$ cat config.mk
export PLATFORM = sky130hd
export DESIGN_NAME = div_int24
export DESIGN_NICKNAME = d
export VERILOG_FILES = /design/src/rtl/div_int24.sv
export SDC_FILE = /design/constraint.sdc
export NUM_CORES = 1
export LEC_CHECK = 0
export ABC_CLOCK_PERIOD_IN_PS = 3900
export CORE_UTILIZATION = 45
export DETAILED_ROUTE_END_ITERATION = 12
export PLACE_DENSITY_LB_ADDON = 0.08
export SLEW_MARGIN = 20
export SYNTH_ARGS = -nofsm -noshare
export SYNTH_HDL_FRONTEND = slang
export SYNTH_SLANG_ARGS = --single-unit
export TNS_END_PERCENT = 1
$ cat constraint.sdc
create_clock -name clock -period 3.9 [get_ports clock]
set_input_delay 0.975 -clock clock [delete_from_list [all_inputs] [get_ports clock]]
set_output_delay 0.975 -clock clock [all_outputs]
set_load 0.1 [all_outputs]
$ cat src/rtl/div_int24.sv
// -----------------------------------------------------------------------------
// div_int24 - iterative 24-bit integer divider (radix-2 restoring)
//
// Companion to the 24-bit pipelined multiplier in the arithmetic unit. One
// dividend/divisor pair is accepted at a time. The core runs 24 restoring
// iterations on operand magnitudes, then applies sign correction. It returns a
// quotient that truncates toward zero and a remainder that takes the sign of
// the dividend.
//
// Ports
//   clock       in   1   rising-edge clock
//   reset       in   1   synchronous, active-high; aborts any operation
//   en          in   1   start request, honoured only in IDLE
//   opcode      in   2   2'b00 unsigned, 2'b11 signed, others reserved
//   dividend    in  24   numerator, sampled with en
//   divisor     in  24   denominator, sampled with en
//   busy        out  1   high in CALC and FIX
//   done        out  1   one-cycle pulse; results valid from this cycle on
//   quotient    out 24   held until the next done
//   remainder   out 24   held until the next done
//   div_by_zero out  1   qualifies the held results
// -----------------------------------------------------------------------------
module div_int24 (
  input  logic        clock,
  input  logic        reset,
  input  logic        en,
  input  logic [1:0]  opcode,
  input  logic [23:0] dividend,
  input  logic [23:0] divisor,
  output logic        busy,
  output logic        done,
  output logic [23:0] quotient,
  output logic [23:0] remainder,
  output logic        div_by_zero
);

  // Opcode encodings shared with the multiplier
  localparam logic [1:0] UNSIGNED_DIV = 2'b00;
  localparam logic [1:0] SIGNED_DIV   = 2'b11;

  localparam logic [4:0] LAST_STEP = 5'd23;

  typedef enum logic [1:0] {
    IDLE = 2'd0,
    CALC = 2'd1,
    FIX  = 2'd2,
    DONE = 2'd3
  } state_t;

  state_t state_reg, state_next;

  // Datapath registers
  logic [23:0] dq_reg;        // dividend magnitude shifting out, quotient shifting in
  logic [24:0] rem_reg;       // partial remainder
  logic [23:0] dvs_reg;       // divisor magnitude
  logic [4:0]  count_reg;     // iteration counter
  logic        q_neg_reg;
  logic        r_neg_reg;
  logic [23:0] quotient_reg;
  logic [23:0] remainder_reg;
  logic        dbz_reg;

  // Start decode
  logic        op_valid;
  logic        op_signed;
  logic        start_div;     // accept, normal path
  logic        start_zero;    // accept, divide-by-zero path
  logic [23:0] dividend_mag;
  logic [23:0] divisor_mag;

  // One restoring step
  logic [24:0] rem_shift;
  logic [25:0] diff;
  logic        take;
  logic [24:0] rem_step;
  logic [23:0] dq_step;

  always_comb begin
    op_valid  = (opcode == UNSIGNED_DIV) || (opcode == SIGNED_DIV);
    op_signed = (opcode == SIGNED_DIV);

    start_div  = (state_reg == IDLE) && en && op_valid && (divisor != 24'd0);
    start_zero = (state_reg == IDLE) && en && op_valid && (divisor == 24'd0);

    // Two's-complement negation; -2^23 stays 0x800000 and is then used as an
    // unsigned magnitude, which is what makes (-2^23)/(-1) come out right.
    dividend_mag = (op_signed && dividend[23]) ? (24'd0 - dividend) : dividend;
    divisor_mag  = (op_signed && divisor[23])  ? (24'd0 - divisor)  : divisor;
  end

  always_comb begin
    rem_shift = {rem_reg[23:0], dq_reg[23]};
    // One extra bit so the borrow shows up as a sign bit
    diff      = {1'b0, rem_shift} - {2'b00, dvs_reg};
    take      = ~diff[25];
    rem_step  = take ? diff[24:0] : rem_shift;
    dq_step   = {dq_reg[22:0], take};
  end

  // FSM state register
  always_ff @(posedge clock) begin
    if (reset) begin
      state_reg <= IDLE;
    end else begin
      state_reg <= state_next;
    end
  end

  // FSM next state and status outputs
  always_comb begin
    state_next = state_reg;
    busy       = 1'b0;
    done       = 1'b0;
    unique case (state_reg)
      IDLE: begin
        if (start_div) begin
          state_next = CALC;
        end else if (start_zero) begin
          state_next = DONE;
        end
      end
      CALC: begin
        busy = 1'b1;
        if (count_reg == LAST_STEP) begin
          state_next = FIX;
        end
      end
      FIX: begin
        busy       = 1'b1;
        state_next = DONE;
      end
      DONE: begin
        done       = 1'b1;
        state_next = IDLE;
      end
      default: state_next = IDLE;
    endcase
  end

  // Datapath and result registers
  always_ff @(posedge clock) begin
    if (reset) begin
      dq_reg        <= 24'd0;
      rem_reg       <= 25'd0;
      dvs_reg       <= 24'd0;
      count_reg     <= 5'd0;
      q_neg_reg     <= 1'b0;
      r_neg_reg     <= 1'b0;
      quotient_reg  <= 24'd0;
      remainder_reg <= 24'd0;
      dbz_reg       <= 1'b0;
    end else begin
      unique case (state_reg)
        IDLE: begin
          if (start_div) begin
            dq_reg    <= dividend_mag;
            rem_reg   <= 25'd0;
            dvs_reg   <= divisor_mag;
            count_reg <= 5'd0;
            q_neg_reg <= op_signed && (dividend[23] ^ divisor[23]);
            r_neg_reg <= op_signed && dividend[23];
          end else if (start_zero) begin
            // Divide by zero bypasses the iteration; results land together
            // with the DONE pulse in the next cycle.
            quotient_reg  <= 24'hFF_FFFF;
            remainder_reg <= dividend;
            dbz_reg       <= 1'b1;
          end
        end
        CALC: begin
          rem_reg   <= rem_step;
          dq_reg    <= dq_step;
          count_reg <= count_reg + 5'd1;
        end
        FIX: begin
          // Remainder is always below the divisor magnitude, so bit 24 is zero.
          quotient_reg  <= q_neg_reg ? (24'd0 - dq_reg) : dq_reg;
          remainder_reg <= r_neg_reg ? (24'd0 - rem_reg[23:0]) : rem_reg[23:0];
          dbz_reg       <= 1'b0;
        end
        default: begin
        end
      endcase
    end
  end

  assign quotient    = quotient_reg;
  assign remainder   = remainder_reg;
  assign div_by_zero = dbz_reg;

endmodule

Word-level counts from Yosys, hierarchy flattened
Cells that the tools add are included.
{ "classes": {"n_addsub": 6, "eq_ne": 10, "n_bitwise": 2, "muxes": 26, "reduce_logical": 19} }
{ "ops": {"columns": ["op", "n"], "rows": [
  ["$mux 24", 11],
  ["$pmux 24 s2", 4],
  ["$sub 1x24->24 const A", 4],
  ["$sub 25x24->26", 1],
  ["$logic_not 24->1", 1],
  ["$reduce_bool 24->1", 1],
  ["$pmux 5 s2", 1],
  ["$ne 2x2->1 const B", 4],
  ["$pmux 2 s4", 1],
  ["$logic_and 1x1->1", 7],
  ["$eq 2x2->1 const B", 3],
  ["$mux 2", 3],
  ["$reduce_and 2->1", 3],
  ["$add 5x1->5 const B", 1],
  ["$eq 5x5->1 const B", 1],
  ["$mux 5", 1],
  ["$logic_not 2->1", 2],
  ["$mux 1", 4],
  ["$reduce_bool 2->1", 2],
  ["$ne 3x3->1 const B", 1],
  ["$reduce_and 3->1", 1],
  ["$eq 2x1->1 const B", 1],
  ["$pmux 1 s2", 1],
  ["$reduce_or 2->1", 1],
  ["other kinds (3)", 3]
]} }
{ "totals": {"input_bits": 53, "reg_bits": 130, "elab_cells": 73} }

Longest topological paths before layout
{ "logic_depth": {"depth_word": 7, "depth_mapped": 11, "depth_no_buf": 11} }

Worst setup path before layout
Ideal clock, no wire load.
{ "synth_timing": {"path_type": "input to register", "start": "input dividend[0]", "end": "register dq_reg[20]", "path_stages": 9, "required_ns": 3.778, "slack_ns": 0.899, "t_arrival_ns": 2.879, "cell_sequence": "inv_1 ha_1 or4b_2 nor4_2 nand2_1 o41ai_2 xor2_1 nor4_1 a221o_1"} }
{ "synth_via": {"elab_chain_len": 4} }
{ "synth_rtl": {"columns": ["element", "line_no", "rtl"], "rows": [
  ["start, declared", "28", "input logic [23:0] dividend,"],
  ["$sub 1x24->24", "87", "dividend_mag = (op_signed && dividend[23]) ? (24'd0 - dividend) : dividend;"],
  ["$mux 24", "87", null],
  ["$mux 24", "155", "if (start_div) begin"],
  ["$pmux 24 s2", "153", "unique case (state_reg)"],
  ["end signal, assigned", "156", "dq_reg <= dividend_mag;"],
  ["end signal, assigned", "172", "dq_reg <= dq_step;"],
  ["end, declared", "53", "logic [23:0] dq_reg;"]
]} }
Every way passes these cells. The select of a mux whose other input is x is not followed.
A chain may end at the register's enable or synchronous reset.

Worst setup path in the final report
{ "layout_timing": {"start": "input divisor[9]", "end": "register rem_reg[22]"} }
{ "layout_via": {"elab_chain_len": 4} }
{ "layout_rtl": {"columns": ["element", "line_no", "rtl"], "rows": [
  ["start, declared", "29", "input logic [23:0] divisor,"],
  ["$reduce_bool 24->1", "82", "start_div = (state_reg == IDLE) && en && op_valid && (divisor != 24'd0);"],
  ["$logic_and 1x1->1", "82", null],
  ["$ne 2x2->1 (no line)", null, null],
  ["$reduce_and 2->1 (no line)", null, null],
  ["end signal, assigned", "171", "rem_reg <= rem_step;"],
  ["end, declared", "54", "logic [24:0] rem_reg;"]
]} }
Every way passes these cells.

==> results by group <==
Status
  • Status: completed

Synth
  • Synth Register Bits: 130
  • Avg Cell Area, Syn: 8.00 µm²
  • Post-Syn Area: 0.00849 mm²
  • Synthesized Nets: 1151
  • Top-area cell type share of the netlist area: 0.306
  • Cells after Synth: 1062
  • Seq/Total Area, Yosys: 0.306
  • EDFF count, synth: 0
  • Synth area leaders: dfxtp_1 (31%), nor2_1 (6.1%), xor2_1 (6.0%)
  • Cell variety after synth: 74
  • Fraction of registers with async set/reset: 0
  • Synth area leader: dfxtp_1
  • YS warnings: 0
  • Top_reg_cell synth: dfxtp_1

Floorplanning
  • DIE AREA: 0.0194 mm²
  • Site row count: 49
  • I/O pin count: 104
  • Die extent in y: 139 µm
  • Die X: 139 µm
  • Starting Density: 0.466
  • Core region area: 0.0182 mm²

STA
  • Max Clock Freq: 0.292 GHz
  • Relative slew slack: 0.337
  • Final Cycle Share: 0.880
  • Unrepaired setup endpoints after global routing: false
  • Worst-Margin Slew: 991 ps
  • Clk_skew: 8.08 ps
  • Period minus WS final: 3430 ps
  • Final hold vios: 0
  • Final setup fails: 0
  • Min Hold Slack: 451 ps
  • Max-slew violations: 0

Drt
  • First-pass iteration count of the detailed router: 6
  • Vias per cell: 5.83
  • Via count: 8092
  • WL/cell: 17.5 µm
  • Routed Wire Length: 24200 µm
  • Initial DRC count: 585
  • Routed Antenna Nets: 0
  • Drt drc: 0

Worst setup path
  • Crit Path Class: input port to flop
  • Slowest CP cell: or4_4
  • Arrival time at the worst endpoint: 3770 ps
  • Crit-path max FO: 40
  • Crit. End Element: flop
  • Critical Path RT: 4240 ps
  • Top cell by count, worst path: buf_4
  • CP Buf/Inv Count: 4
  • Setup crit start kind: input port
  • Max stage delay on crit path: 570 ps
  • Delay-heaviest family, CP: buffers and inverters
  • Critical path, cell by cell: clkdlybuf4s50_1, or4_4, nand4b_4, o31ai_4, buf_4, buf_4, o21ai_2, nor2_4, buf_4, a32oi_1, o21ai_0

Cells and area
  • Nets: 1234
  • Antenna Cells: 0
  • Layout cells sized above 1: 0.0760
  • Syn-to-layout area delta: 22.1%
  • Design area: 0.0104 mm²

GRT
  • Initial antenna violation count: 0
  • Vias in the first global route: 7320
  • Grt ovf: 0
  • Total track usage: 0.253
  • First-pass GRT wire length: 39200 µm
  • Largest net degree at the start of global routing: 57

Placed design
  • Placed Area: 0.00979 mm²
  • DP HPWL: 18200 µm
  • GPL Wtd Cong: 0.879
  • PortBufs: 103

Pwr
  • Static Leakage: 0.00389 µW
  • Power Dens Cells: 634 mW/mm²
  • VDD IR max: 0.340 mV

Clocking
  • CTS root buf: clkbuf_16
  • Number of buffers created by CTS: 17
  • Clock sink count: 130
  • Clock tree buffer depth: 2
  • Setup Buffers After CTS: 0
  • # hold bufs at CTS: 0
  • Clk Latency, worst-skew pair: 420 ps
  • Htree depth: 4
  • Cts repair resizes: 0
  • CTS tree: done
  • CTS clk-pin slew, worst paths: 60 ps

Min path
  • HP Class: flop to flop

Run
  • Max Cap Viol: 0
[final timing paths]
path / startpoint / to / slack (ps) / cells past startpoint
max: divisor[9] / rem_reg[22]$_SDFFE_PP0P_ / 470 / 11
min: remainder[9]$_SDFFE_PP0P_ / remainder[9]$_SDFFE_PP0P_ / 450 / 2
max reg2reg: rem_reg[5]$_SDFFE_PP0P_ / rem_reg[9]$_SDFFE_PP0P_ / 900 / 9
min reg2reg: remainder[9]$_SDFFE_PP0P_ / remainder[9]$_SDFFE_PP0P_ / 450 / 2
[synth_stat cells, drive strengths merged (8+ instances only)]
master and instances:
o211ai 9, ha 35, nand2 85, a21oi 81, a311oi 25, dfxtp 130, xor2 58, a211oi 47
inv 45, nand3 16, a21o 8, nor4 12, buf 16, o41ai 14, mux2i 16, clkbuf 52
o31ai 22, xnor2 50, a22oi 15, a32oi 15, nor3 15, nor2 139, or4 12, o21ai 57
[stage by stage]
stage          total power [µW]   util  setup WS, ps  std cells  setup TNS, ps
2_1_floorplan              4180      -           899       1062              0
6_report                   6570  0.570           470       1387              0
5_1_grt                    6950  0.570           238       1387              0
4_1_cts                    6580  0.570           512       1387              0
3_3_place_gp               4960  0.537          -213       1355          -1890
3_5_place_dp               4970  0.537          79.1       1355              0
[layout by cell type (no fill, tap or decap), types with 15 or more instances in the layout]
master and count:
xor2_1 58, xnor2_1 50, ha_1 34, buf_4 30, clkdlybuf4s50_1 100, a311oi_1 25
mux2i_1 16, o31ai_1 21, a32oi_1 15, nand3_1 16, nor2_1 137, a21oi_1 80
a22oi_1 15, o21ai_0 55, a211oi_1 47, nand2_1 84, inv_1 45, clkbuf_16 17
dfxtp_1 130
[cell families (layout without fill, tap and decap cells)]
| logic type | after synthesis | count (layout) | synth area share |
|---|---|---|---|
| AND/OR/NAND/NOR | 322 | 322 | 0.180 |
| XOR/XNOR | 108 | 108 | 0.111 |
| flip-flops | 130 | 130 | 0.306 |
| buffers and inverters | 113 | 209 | 0.0527 |
| AO/OA/AOI/OAI | 336 | 336 | 0.275 |
| multiplexers | 17 | 17 | 0.0202 |
| adder cells (fa/ha/maj) | 36 | 36 | 0.0539 |
[power breakdown]
part	switching [µW]	internal, µW
Clock	619	982
Combinational	2180	1080
Sequential	181	1530
Total	2980	3590
[tightest hold or removal path, delay by kind of cell, from the launching register on]
family             cells  cell delay (ps)
DFF                    1              310
and+or+nand+nor        1               50
AOI/OAI and AO/OA      1               50
[layout make-up]
cell class | instances | area (µm²)
fillers | 1707 | 7840
multi-input cells | 819 | 5460
flip-flops and latches | 130 | 2600
repair buffers | 132 | 1270
clock buffers | 22 | 464
well taps | 229 | 287
inverters | 45 | 169
clock inverters | 10 | 124
[metal layers]
metal	track usage	share of wire	vias to the layer above	wire length (µm)
li1	-	-	4066	-
met1	0.344	0.47	3784	11400
met2	0.413	0.47	217	11400
met3	0.0382	0.046	25	1120
met4	0.0696	0.014	0	341
met5	0	0	-	0
Power figures use the tool's default switching activity.
==> variant (config.mk and constraints unchanged) <==
Make the reset (`reset`) asynchronous in 2 clocked blocks.
--- a/src/rtl/div_int24.sv
+++ b/src/rtl/div_int24.sv
@@ -100,3 +100,3 @@
   // FSM state register
-  always_ff @(posedge clock) begin
+  always_ff @(posedge clock or posedge reset) begin
     if (reset) begin
@@ -140,3 +140,3 @@
   // Datapath and result registers
-  always_ff @(posedge clock) begin
+  always_ff @(posedge clock or posedge reset) begin
     if (reset) begin
Check against the original RTL: differs if reset is asserted again (counterexample within 4 cycles, from zero or initial values and one cycle with reset high); with reset held inactive, the same outputs for 4 cycles.
==> variant against the original RTL <==
- setup slack got worse by 120 ps
- total power rose by 47%
- worst hold slack improved by 27 ps
- wire length fell by 6.7%
- sequential cell count did not move
- count of clock-buffer cells in the layout fell by 4
- die area rose by 2.9%
- design area rose by 6.1%
- area after synthesis rose by 3.0%
- critical path type unchanged
- critical endpoint is now remainder[9]
- largest power group unchanged
- highest routed layer unchanged
==> variant: results (changes against the original RTL) <==
| Metric | Value |
|---|---|
| Run status | `completed` |
| Maximum resistive drop on vdd | `0.399 mV (+17%)` |
| Total GRT Usage | `0.238 (-0.0144)` |
| Worst hold start | `dvs_reg[22]` |
| Vias per std cell | `5.55 (-4.9%)` |
| Top Family by Delay on Critical Path | `simple AND/OR/NAND/NOR gates` |
| CP max FO | `15 (-63%)` |
| Maximum cell stage delay along the critical path | `510 ps (-60 ps)` |
| Initial DRC Count | `527 (-9.9%)` |
| Pre-antenna DRT Iters | `5 (-1)` |
| Terminating pin of the worst hold path | `dvs_reg[22]` |
| Worst clock skew | `12.9 ps (+4.81 ps)` |
| Avg WL per Cell | `16.1 microns (-7.7%)` |
| Layout cell share with drive strength beyond 1 | `0.0919 (+0.0160)` |
| Ys async rst share | `1.00 (+1.00)` |
| Largest net degree at the start of global routing | `54 (-5.3%)` |
| Placed Instances | `1370 (+1.1%)` |
| Sequential area share after synthesis | `0.372 (+0.0655)` |
| Top post-synthesis cells by count | `dfrtp_1, nand2_1, a21oi_1` |
| Cell leakage power | `0.00460 uW (+18%)` |
| Number of nets produced by synthesis | `1103 (-4.2%)` |
| Number of instances in the synthesized netlist | `1014 (-4.5%)` |
| Max-slew headroom at the worst pin | `0.340 (+0.00269)` |
| End of the worst register-to-register path | `rem_reg[12]` |
| Int Pwr | `4740 uW (+32%)` |
| Library cell contributing the largest single delay on the critical path | `or4_1` |
| Worst-case hold slack | `478 ps (+27.0 ps)` |
| Startpoint of the worst-slack reg-to-reg timing path | `rem_reg[9]` |
| Vias after detailed routing | `7776 (-3.9%)` |
| R2R Setup Slk | `920 ps (+20 ps)` |
| Most used flip-flop cell after synthesis | `dfrtp_1` |
| First-pass GRT wire length | `37200 microns (-5.0%)` |
| Hpwl dp | `17200 microns (-5.1%)` |
| Count of unique library cells instantiated by Yosys | `67 (-9.5%)` |
| Vias in the first global route | `7168 (-2.1%)` |
| Top cells by area, synth | `dfrtp_1, xor2_1, ha_1` |
==> variant: layer usage <==
| layer | GRT usage | vias to the layer above | wire length, microns |
|---|---|---|---|
| met4 | 0.0673 | 0 | 284 |
| li1 | - | 3903 | - |
| met3 | 0.0415 | 20 | 1000 |
| met5 | 0 | - | 0 |
| met2 | 0.398 | 187 | 10800 |
| met1 | 0.317 | 3666 | 10500 |
==> variant: final cells by class <==
| class | count | area, sq um | area share |
|---|---|---|---|
| inverter | 44 | 169 | 0.0153 |
| timing repair buffer | 150 | 1520 | 0.138 |
| clock buffer | 18 | 429 | 0.0390 |
| tap | 260 | 325 | 0.0295 |
| clock inverter | 14 | 200 | 0.0182 |
| multi-input combinational | 786 | 5120 | 0.465 |
| sequential | 130 | 3250 | 0.295 |
==> variant: tightest hold or removal path, delay by kind of cell (launching register included) <==
kind / cells / cell delay [ps]
AOI/OAI and AO/OA: 1 / 60
DFF: 1 / 340
and+or+nand+nor: 1 / 50
==> variant: cell families (layout without fill, tap and decap cells) <==
kind of cell,Yosys count,count (layout),share of synthesized area
fa+ha+maj,36,36,0.0524
mux,9,9,0.0104
buf+inv,98,226,0.0461
xor+xnor,102,102,0.102
compound gates,344,344,0.254
simple gates,295,295,0.163
flops,130,130,0.372
==> variant: worst max path at each step <==
stage / startpoint / to / slack, ps / depth (start not counted)
global placement: divisor[0] / remainder[12] / -70 / 11
floorplan: divisor[0] / remainder[2] / 510 / 11
global route: divisor[0] / dq_reg[20] / 160 / 13
finish: divisor[0] / remainder[9] / 340 / 11
CTS: divisor[0] / dq_reg[20] / 330 / 13
detailed placement: divisor[0] / remainder[9] / -120 / 11
==> variant: metrics by stage <==
stage               setup WS, ps  setup TNS, ps  utilization  power [uW]  area, sq um
floorplan                    505              0            -        6450         8750
global placement           -65.2          -1100        0.549        7900        10400
detailed placement          -118          -2770        0.549        7960        10400
CTS                          333              0        0.583        9710        11000
global route                 164              0        0.583       10300        11000
finish                       345              0        0.583        9660        11000
==> variant: power groups by stage <==
stage | sequential, uW | clock [uW] | combinational (uW)
2_1_floorplan | 3920 | 0 | 2520
3_3_place_gp | 2330 | 0 | 5580
3_5_place_dp | 2330 | 0 | 5630
4_1_cts | 2310 | 1750 | 5640
5_1_grt | 2390 | 1820 | 6060
6_report | 2310 | 1730 | 5620
